<file path="src/rtl/quad_pkg.sv">
// quad_pkg: shared definitions for the quadrature decoder.
//   - counting-mode encodings (mode input values)
//   - decoder FSM state type
//   - classify_edge(): maps a {A,B} transition and the counting mode to
//     {count_en, up, illegal}
package quad_pkg;

  localparam logic [1:0] MODE_X1 = 2'd0;
  localparam logic [1:0] MODE_X2 = 2'd1;
  localparam logic [1:0] MODE_X4 = 2'd2;  // 2'd3 also behaves as x4

  typedef enum logic {
    ST_INIT = 1'b0,
    ST_RUN  = 1'b1
  } state_e;

  typedef struct packed {
    logic count_en;
    logic up;
    logic illegal;
  } edge_t;

  // Positive rotation is {A,B} = 00 -> 10 -> 11 -> 01 -> 00.
  function automatic edge_t classify_edge(input logic [1:0] prev,
                                          input logic [1:0] cur,
                                          input logic [1:0] mode);
    edge_t      r;
    logic [1:0] diff;
    logic       fwd;
    r.count_en = 1'b0;
    r.up       = 1'b0;
    r.illegal  = 1'b0;
    diff       = prev ^ cur;
    case ({prev, cur})
      4'b00_10, 4'b10_11, 4'b11_01, 4'b01_00: fwd = 1'b1;
      default:                                fwd = 1'b0;
    endcase
    case (diff)
      2'b00: r.count_en = 1'b0;
      2'b11: r.illegal  = 1'b1;
      default: begin
        r.up = fwd;
        case (mode)
          // x1 counts only the 00 <-> 10 edge (B low on both sides)
          MODE_X1: r.count_en = diff[1] & ~prev[0] & ~cur[0];
          MODE_X2: r.count_en = diff[1];
          default: r.count_en = 1'b1;
        endcase
      end
    endcase
    return r;
  endfunction

endpackage

</file>
<file path="src/rtl/quad_filter.sv">
// quad_filter: two-flop synchroniser plus run-length glitch filter for one
// encoder channel.
// Ports:
//   clk, rst     system clock, synchronous active-high reset
//   tick         sample enable from the prescaler
//   load         force the filtered level to the synchronised sample (INIT)
//   pin          raw asynchronous encoder pin
//   level_next   filtered level as it will be after this clock edge; the
//                decoder compares this value so outputs land 1 clk after the
//                accepting tick
module quad_filter
  import quad_pkg::*;
#(
  parameter int FILTER_LEN = 4
) (
  input  logic clk,
  input  logic rst,
  input  logic tick,
  input  logic load,
  input  logic pin,
  output logic level_next
);

  localparam int RUN_W = (FILTER_LEN > 1) ? $clog2(FILTER_LEN + 1) : 1;

  logic             sync1_q, sync1_d;
  logic             sync2_q, sync2_d;
  logic             f_q, f_d;
  logic [RUN_W-1:0] run_q, run_d;

  // Next-state logic: synchroniser shift and run-length acceptance.
  always_comb begin
    sync1_d = pin;
    sync2_d = sync1_q;
    f_d     = f_q;
    run_d   = run_q;
    if (tick) begin
      if (load) begin
        f_d   = sync2_q;
        run_d = '0;
      end else if (sync2_q == f_q) begin
        run_d = '0;
      end else if (run_q == RUN_W'(FILTER_LEN - 1)) begin
        // this tick is the FILTER_LEN-th consecutive differing sample
        f_d   = sync2_q;
        run_d = '0;
      end else begin
        run_d = run_q + RUN_W'(1);
      end
    end else begin
      run_d = run_q;
    end
  end

  // State registers with synchronous reset.
  always_ff @(posedge clk) begin
    if (rst) begin
      sync1_q <= 1'b0;
      sync2_q <= 1'b0;
      f_q     <= 1'b0;
      run_q   <= '0;
    end else begin
      sync1_q <= sync1_d;
      sync2_q <= sync2_d;
      f_q     <= f_d;
      run_q   <= run_d;
    end
  end

  assign level_next = f_d;

endmodule

</file>
<file path="src/rtl/quad_decoder.sv">
// quad_decoder: quadrature encoder decoder with sample-rate prescaler,
// per-channel glitch filter, x1/x2/x4 counting, wrapping signed position
// counter and sticky illegal-transition flag.
// Ports:
//   clk, rst          system clock, synchronous active-high reset
//   canalA, canalB    raw encoder channels
//   mode              0 = x1, 1 = x2, 2/3 = x4
//   clr               clears position and err (wins over a same-cycle count)
//   position          signed count, wraps modulo 2^POS_W
//   step              one-clk pulse per counted edge
//   dir               direction of the last counted edge (1 = positive)
//   err               sticky: both channels changed within one tick
module quad_decoder
  import quad_pkg::*;
#(
  parameter int CLK_HZ     = 50000000,
  parameter int SAMPLE_HZ  = 500,
  parameter int FILTER_LEN = 4,
  parameter int POS_W      = 16
) (
  input  logic                    clk,
  input  logic                    rst,
  input  logic                    canalA,
  input  logic                    canalB,
  input  logic [1:0]              mode,
  input  logic                    clr,
  output logic signed [POS_W-1:0] position,
  output logic                    step,
  output logic                    dir,
  output logic                    err
);

  localparam int DIV   = CLK_HZ / SAMPLE_HZ;
  localparam int CNT_W = (DIV > 1) ? $clog2(DIV) : 1;

  logic [CNT_W-1:0] div_cnt_q, div_cnt_d;
  logic [1:0]       fill_q, fill_d;
  state_e           state_q, state_d;
  logic [1:0]       prev_q, prev_d;
  logic [POS_W-1:0] position_q, position_d;
  logic             step_q, step_d;
  logic             dir_q, dir_d;
  logic             err_q, err_d;

  logic             tick;
  logic             init_load;
  logic             fa_next, fb_next;
  logic [1:0]       cur;
  edge_t            edge_s;

  assign tick = (div_cnt_q == CNT_W'(DIV - 1));

  // The synchroniser is cleared by reset, so INIT waits until it has been
  // refilled from the pins (2 clk); otherwise a fast tick would load stale
  // zeros and the refill would look like a real transition.
  assign init_load = tick && (state_q == ST_INIT) && (fill_q == 2'd2);

  quad_filter #(.FILTER_LEN(FILTER_LEN)) u_filt_a (
    .clk        (clk),
    .rst        (rst),
    .tick       (tick),
    .load       (init_load),
    .pin        (canalA),
    .level_next (fa_next)
  );

  quad_filter #(.FILTER_LEN(FILTER_LEN)) u_filt_b (
    .clk        (clk),
    .rst        (rst),
    .tick       (tick),
    .load       (init_load),
    .pin        (canalB),
    .level_next (fb_next)
  );

  assign cur    = {fa_next, fb_next};
  assign edge_s = classify_edge(prev_q, cur, mode);

  // Prescaler and synchroniser-fill counter.
  always_comb begin
    if (tick) begin
      div_cnt_d = '0;
    end else begin
      div_cnt_d = div_cnt_q + CNT_W'(1);
    end
    if (fill_q != 2'd2) begin
      fill_d = fill_q + 2'd1;
    end else begin
      fill_d = fill_q;
    end
  end

  // FSM, position counter and output next-state logic.
  always_comb begin
    state_d    = state_q;
    prev_d     = prev_q;
    position_d = position_q;
    step_d     = 1'b0;
    dir_d      = dir_q;
    err_d      = err_q;
    case (state_q)
      ST_INIT: begin
        if (init_load) begin
          state_d = ST_RUN;
          prev_d  = cur;
        end else begin
          state_d = ST_INIT;
        end
      end
      ST_RUN: begin
        if (tick) begin
          prev_d = cur;
          if (edge_s.illegal) begin
            err_d = 1'b1;
          end else if (edge_s.count_en) begin
            step_d = 1'b1;
            dir_d  = edge_s.up;
            if (edge_s.up) begin
              position_d = position_q + POS_W'(1);
            end else begin
              position_d = position_q - POS_W'(1);
            end
          end else begin
            step_d = 1'b0;
          end
        end else begin
          prev_d = prev_q;
        end
      end
      default: state_d = ST_INIT;
    endcase
    if (clr) begin
      position_d = '0;
      err_d      = 1'b0;
      step_d     = 1'b0;
    end else begin
      err_d = err_d;
    end
  end

  // All decoder state, synchronous reset.
  always_ff @(posedge clk) begin
    if (rst) begin
      div_cnt_q  <= '0;
      fill_q     <= 2'd0;
      state_q    <= ST_INIT;
      prev_q     <= 2'b00;
      position_q <= '0;
      step_q     <= 1'b0;
      dir_q      <= 1'b0;
      err_q      <= 1'b0;
    end else begin
      div_cnt_q  <= div_cnt_d;
      fill_q     <= fill_d;
      state_q    <= state_d;
      prev_q     <= prev_d;
      position_q <= position_d;
      step_q     <= step_d;
      dir_q      <= dir_d;
      err_q      <= err_d;
    end
  end

  assign position = position_q;
  assign step     = step_q;
  assign dir      = dir_q;
  assign err      = err_q;

endmodule
</file>
<file path="config.mk">
export PLATFORM = sky130hd
export DESIGN_NAME = quad_decoder
export DESIGN_NICKNAME = d
export VERILOG_FILES = /design/src/rtl/quad_pkg.sv /design/src/rtl/quad_filter.sv /design/src/rtl/quad_decoder.sv
export SDC_FILE = /design/constraint.sdc
export NUM_CORES = 1
export LEC_CHECK = 0
export ABC_AREA = 1
export CAP_MARGIN = 20
export CORE_ASPECT_RATIO = 0.9
export CORE_MARGIN = 2
export CORE_UTILIZATION = 30
export DETAILED_ROUTE_END_ITERATION = 8
export PLACE_DENSITY = 0.5
export SLEW_MARGIN = 20
export SYNTH_ARGS = -nofsm -noshare
export SYNTH_HDL_FRONTEND = slang
export SYNTH_SLANG_ARGS = --single-unit
export TNS_END_PERCENT = 5
</file>
<file path="constraint.sdc">
create_clock -name clk -period 6.65 [get_ports clk]
set_input_delay 1.33 -clock clk [delete_from_list [all_inputs] [get_ports clk]]
set_output_delay 1.33 -clock clk [all_outputs]
set_load 0.1 [all_outputs]
</file>
# --- After elaboration in Yosys (flattened, before gate mapping) ---
# Index checks and enable logic that the tools add are counted.
# W data, S select, Z words.
classes:
  add_sub_neg: 6
  n_eq_ne: 15
  muxes: 26
  bitwise_logic: 8
  reduce_logical: 12
op_table:
  columns: ["cell", "n"]
  rows:
  - ["$mux W3", 6]
  - ["$add A17 B1 Y17 const B", 1]
  - ["$eq A17 B17 Y1 const B", 1]
  - ["$add A16 B1 Y16 const B", 1]
  - ["$mux W16", 1]
  - ["$sub A16 B1 Y16 const B", 1]
  - ["$mux W1", 15]
  - ["$eq A4 B4 Y1 const B", 2]
  - ["$add A3 B1 Y3 const B", 2]
  - ["$eq A3 B2 Y1 const B", 2]
  - ["$reduce_or A2 Y1", 3]
  - ["$not A1 Y1", 5]
  - ["$reduce_or A5 Y1", 1]
  - ["$eq A2 B2 Y1 const B", 2]
  - ["$eq A4 B2 Y1 const B", 1]
  - ["$eq A4 B3 Y1 const B", 1]
  - ["$logic_not A2 Y1", 2]
  - ["$mux W2", 2]
  - ["$ne A2 B2 Y1 const B", 2]
  - ["$pmux W2 S2", 1]
  - ["$reduce_and A4 Y1", 1]
  - ["$reduce_or A4 Y1", 1]
  - ["$reduce_and A3 Y1", 1]
  - ["$add A2 B1 Y2 const B", 1]
  - ["8 further kinds", 11]
totals:
  reg_bits: 53
  in_bits: 7
  output_inout_bits: 19
  word_cells: 83

# --- Depth between registers and ports, before layout ---
logic_depth:
  depth_word: 11
  mapped_depth: 28
  ltp_nobuf: 28

# --- By module ---
# Synthesis repeated with hierarchy kept, for this count alone.
unflattened:
  hier_cells: 495
  area_unflattened_um2: 3285.7
modules_own_cells:
  columns: ["module", "instances", "cells_per_inst", "area_per_inst_um2"]
  rows:
  - ["quad_decoder", 1, 413, 2745.1]
  - ["quad_filter", 2, 41, 270.3]

# --- Worst setup path after synthesis ---
# No wires, ideal clock.
synth_timing:
  kind: "flip-flop to flip-flop"
  start: "register div_cnt_q[0]"
  end: "register position_q[12], in the netlist position[12]"
  t_arrival_ps: 3854
  required_ps: 6580
  path_slack_ps: 2727
  stages_incl_launch_ff: 26
  synth_period_minus_slack_ps: 3923
  cell_sequence: "dfxtp_1 -> ha_1 -> nand2_2 -> nor2_4 -> nand2_1 -> nor2_4 -> nand4_2 -> nand2_1 -> nand2_1 -> nand2_1 -> nand2_1 -> xor2_1 -> ha_1 -> nand3_1 -> nor2_2 -> inv_1 -> ha_1 -> nand3_1 -> a31oi_1 -> nor2_1 -> o21ai_0 -> a21boi_0 -> o21ai_0 -> xor2_1 -> o21ai_1 -> a21oi_1"
synth_rtl:
  columns: ["item", "line_no", "rtl"]
  rows:
  - ["from (decl)", "quad_decoder.sv:36", "logic [CNT_W-1:0] div_cnt_q, div_cnt_d;"]
  - ["from (signal assigned)", "quad_decoder.sv:153", "div_cnt_q <= div_cnt_d;"]
  - ["to (signal assigned)", "quad_decoder.sv:157", "position_q <= position_d;"]
  - ["to (decl)", "quad_decoder.sv:40", "logic [POS_W-1:0] position_q, position_d;"]

==> flow_summary.ini <==
[run_status]
run_status = finished, final reports clean

[cts]
numClockSinks = 53
htreeDepth = 2
cts_tree = done
cts_setup_buffers = 0
worstSkewPairLatency_ns = 0.29
clk_pin_slew_ns = 0.07
cts_max_path_buffers = 2
cts_made_buffers = 5
cts_hold_repair.buffers = 0
post_cts_resized = 0
root_buffer = clkbuf_16

[yosys]
synthCells = 437
synth_edf_count = 0
async_flop_share = 0
synth_ff_type = dfxtp_1
ys_seq_area_frac = 0.339
syn_avg_cell_area_um2 = 7.16
yosys.cell_types.count = 41
synth_seq_cells = 53
ys_warn_count = 0
synth_area_mm2 = 0.00313
synth_nets = 464

[critical_path]
cp_data_arrival_time_ns = 4.92
required_ns = 6.88
cpPeakStageDelay_ns = 0.45
start_kind = flip-flop
critPathKind = reg -> reg
cpMostUsedCell = nand2_1
endpoint_kind = flip-flop
crit_fanout = 14
crit_slowest_cell = ha_1
path_buf_inv = 1
crit_family = simple AND/OR/NAND/NOR gates

[routing]
ant_nets = 0
num_vias = 2757
first_pass_iters = 4
drt-total-wl_mm = 7.18
dr.first_iter.drc_count = 103
drc_errors = 0
viasPerCell = 4.66
wl_per_cell_um = 12.1

[sta]
relSlewSlack = 0.344
period_minus_slack_ns = 4.69
setup_tns_ns = 0
skew_ns = 0.00500
hold_violations = 0
finalSetupViolCount = 0
tightest_slew_ns = 0.982
timing.fmax_ghz = 0.213
drv_slew = 0
grt_setup_unrepaired = false
worst_slack_ns = 1.96
fin_crit_sh = 0.706

[power_and_ir_drop]
power_leakage_nw = 1.43
ir_drop_v = 0.000110
power_switching_share = 0.217
powerDensity_mw_per_mm2 = 182
p_seq_frac = 0.490
switchingPower_mw = 0.145
power_frac_comb = 0.046
clockPowerShare = 0.465
p_int_mw = 0.523

[final_layout]
drive_above_1_share = 0.0518
fillers = 1090
area_growth_pct = 17.4
fin_util = 0.360
final_nets = 489
stdcell_count = 592
diodes = 0

[global_route]
grt_max_degree = 30
antenna_found_initial = 0
grt_use_total = 0.137
grt.overflow.total = 0
grt_pass1_wl_mm = 12.7
first_global_vias = 2735

[die]
io-pin-count = 26
core_area_mm2 = 0.0102
die_area_mm2 = 0.0113
row_count = 35
initial_core_util = 0.307
die-width_um = 112
die_h_um = 101

[placed_design]
place_congestion = 0.857
port_buffers = 25
dpl.hpwl_mm = 5.49
dp.cells = 584
place_ws_ns = 2.00

[hold_path]
hp-class = reg -> reg

[run]
drv_cap = 0
-- through the flow --
step           area (um2)  hold slack (ns)  power [mW]
2_1_floorplan        3130            0.388       0.355
3_3_place_gp         3500            0.393       0.365
3_5_place_dp         3500            0.394       0.366
4_1_cts              3670            0.405       0.680
5_1_grt              3670            0.424       0.698
6_report             3670            0.402       0.669
-- synthesized netlist by cell type (11+ instances only) --
library cell	n	area (um2)
a21oi_1	44	220
dfxtp_1	53	1060
ha_1	19	238
inv_1	69	259
nand2_1	61	229
nand3_1	21	105
nor2_1	46	173
nor3_1	11	55.1
o21a_1	13	97.6
o21ai_0	23	115
xor2_1	11	96.3
-- state kept, by name (all words and copies together), names as in the netlist, 2 cells and up --
name            count
prev_q              2
u_filt_a.run_q      3
div_cnt_q          17
fill_q              2
u_filt_b.run_q      3
position           16
-- power groups by stage --
stage / Combinational (mW) / Clock [mW] / Sequential, mW
after CTS: 0.0309 / 0.322 / 0.327
after floorplan: 0.0209 / 0 / 0.334
after detailed placement: 0.0307 / 0 / 0.335
after global routing: 0.0361 / 0.334 / 0.328
after global placement: 0.0303 / 0 / 0.335
final: 0.0306 / 0.311 / 0.327
-- worst paths after layout --
path	start	endpoint	slack (ns)	cells after the start
worst max-delay path	div_cnt_q[0]	position[12]	1.96	25
worst min-delay path	u_filt_a.sync1_q	u_filt_a.sync2_q	0.40	2
worst max register to register	div_cnt_q[0]	position[12]	1.96	25
worst min register to register	u_filt_a.sync1_q	u_filt_a.sync2_q	0.40	2
-- worst register-to-register path, delay by kind of cell, from the launching register on --
family                     cells  cell delay (ns)
AOI/OAI and AO/OA              6             1.15
xor gates and xnor gates       2             0.37
adders and majority gates      3             0.98
buffers and inverters          1             0.29
DFF                            1             0.37
and+or+nand+nor               13             1.47
-- cells by family after synthesis --
family | count (synthesis) | synth area share
simple gates | 168 | 0.248
compound gates | 100 | 0.182
buf+inv | 78 | 0.0988
flops | 53 | 0.339
fa+ha+maj | 20 | 0.0824
xor+xnor | 18 | 0.0504
-- layout make-up --
type                            instances  area [um2]  share of cell area
Multi-Input combinational cell        306        1760               0.479
Clock buffer                            6         139              0.0378
Inverter                               71         267              0.0725
Clock inverter                          2        37.5              0.0102
Tap cell                              129         161              0.0439
Sequential cell                        53        1060               0.289
Timing Repair Buffer                   25         250              0.0681
-- routing by layer --
layer,track usage,up-vias,part of all wire
met2,0.214,37,0.41
li1,-,1481,-
met3,0.0235,6,0.032
met4,0.0456,0,0.014
met1,0.193,1233,0.54
met5,0,-,0
-- placed cells by master, fill, tap and decap left out, types with 2 or more instances in the layout --
cell type and n:
inv_1 69, nand2_1 61, dfxtp_1 53, nor2_1 46
a21oi_1 44, clkdlybuf4s50_1 25, o21ai_0 23, nand3_1 21
ha_1 19, o21a_1 13, nor3_1 11, xor2_1 11
nand2_2 7, nand4_1 7, xnor2_1 7, o21ai_1 6
clkbuf_16 5, a21o_1 4, nand3_2 2, nor2_4 2
nor2_2 2, and3_1 2, a31oi_1 2, a21boi_0 2
(Power assumes the default switching activity.)
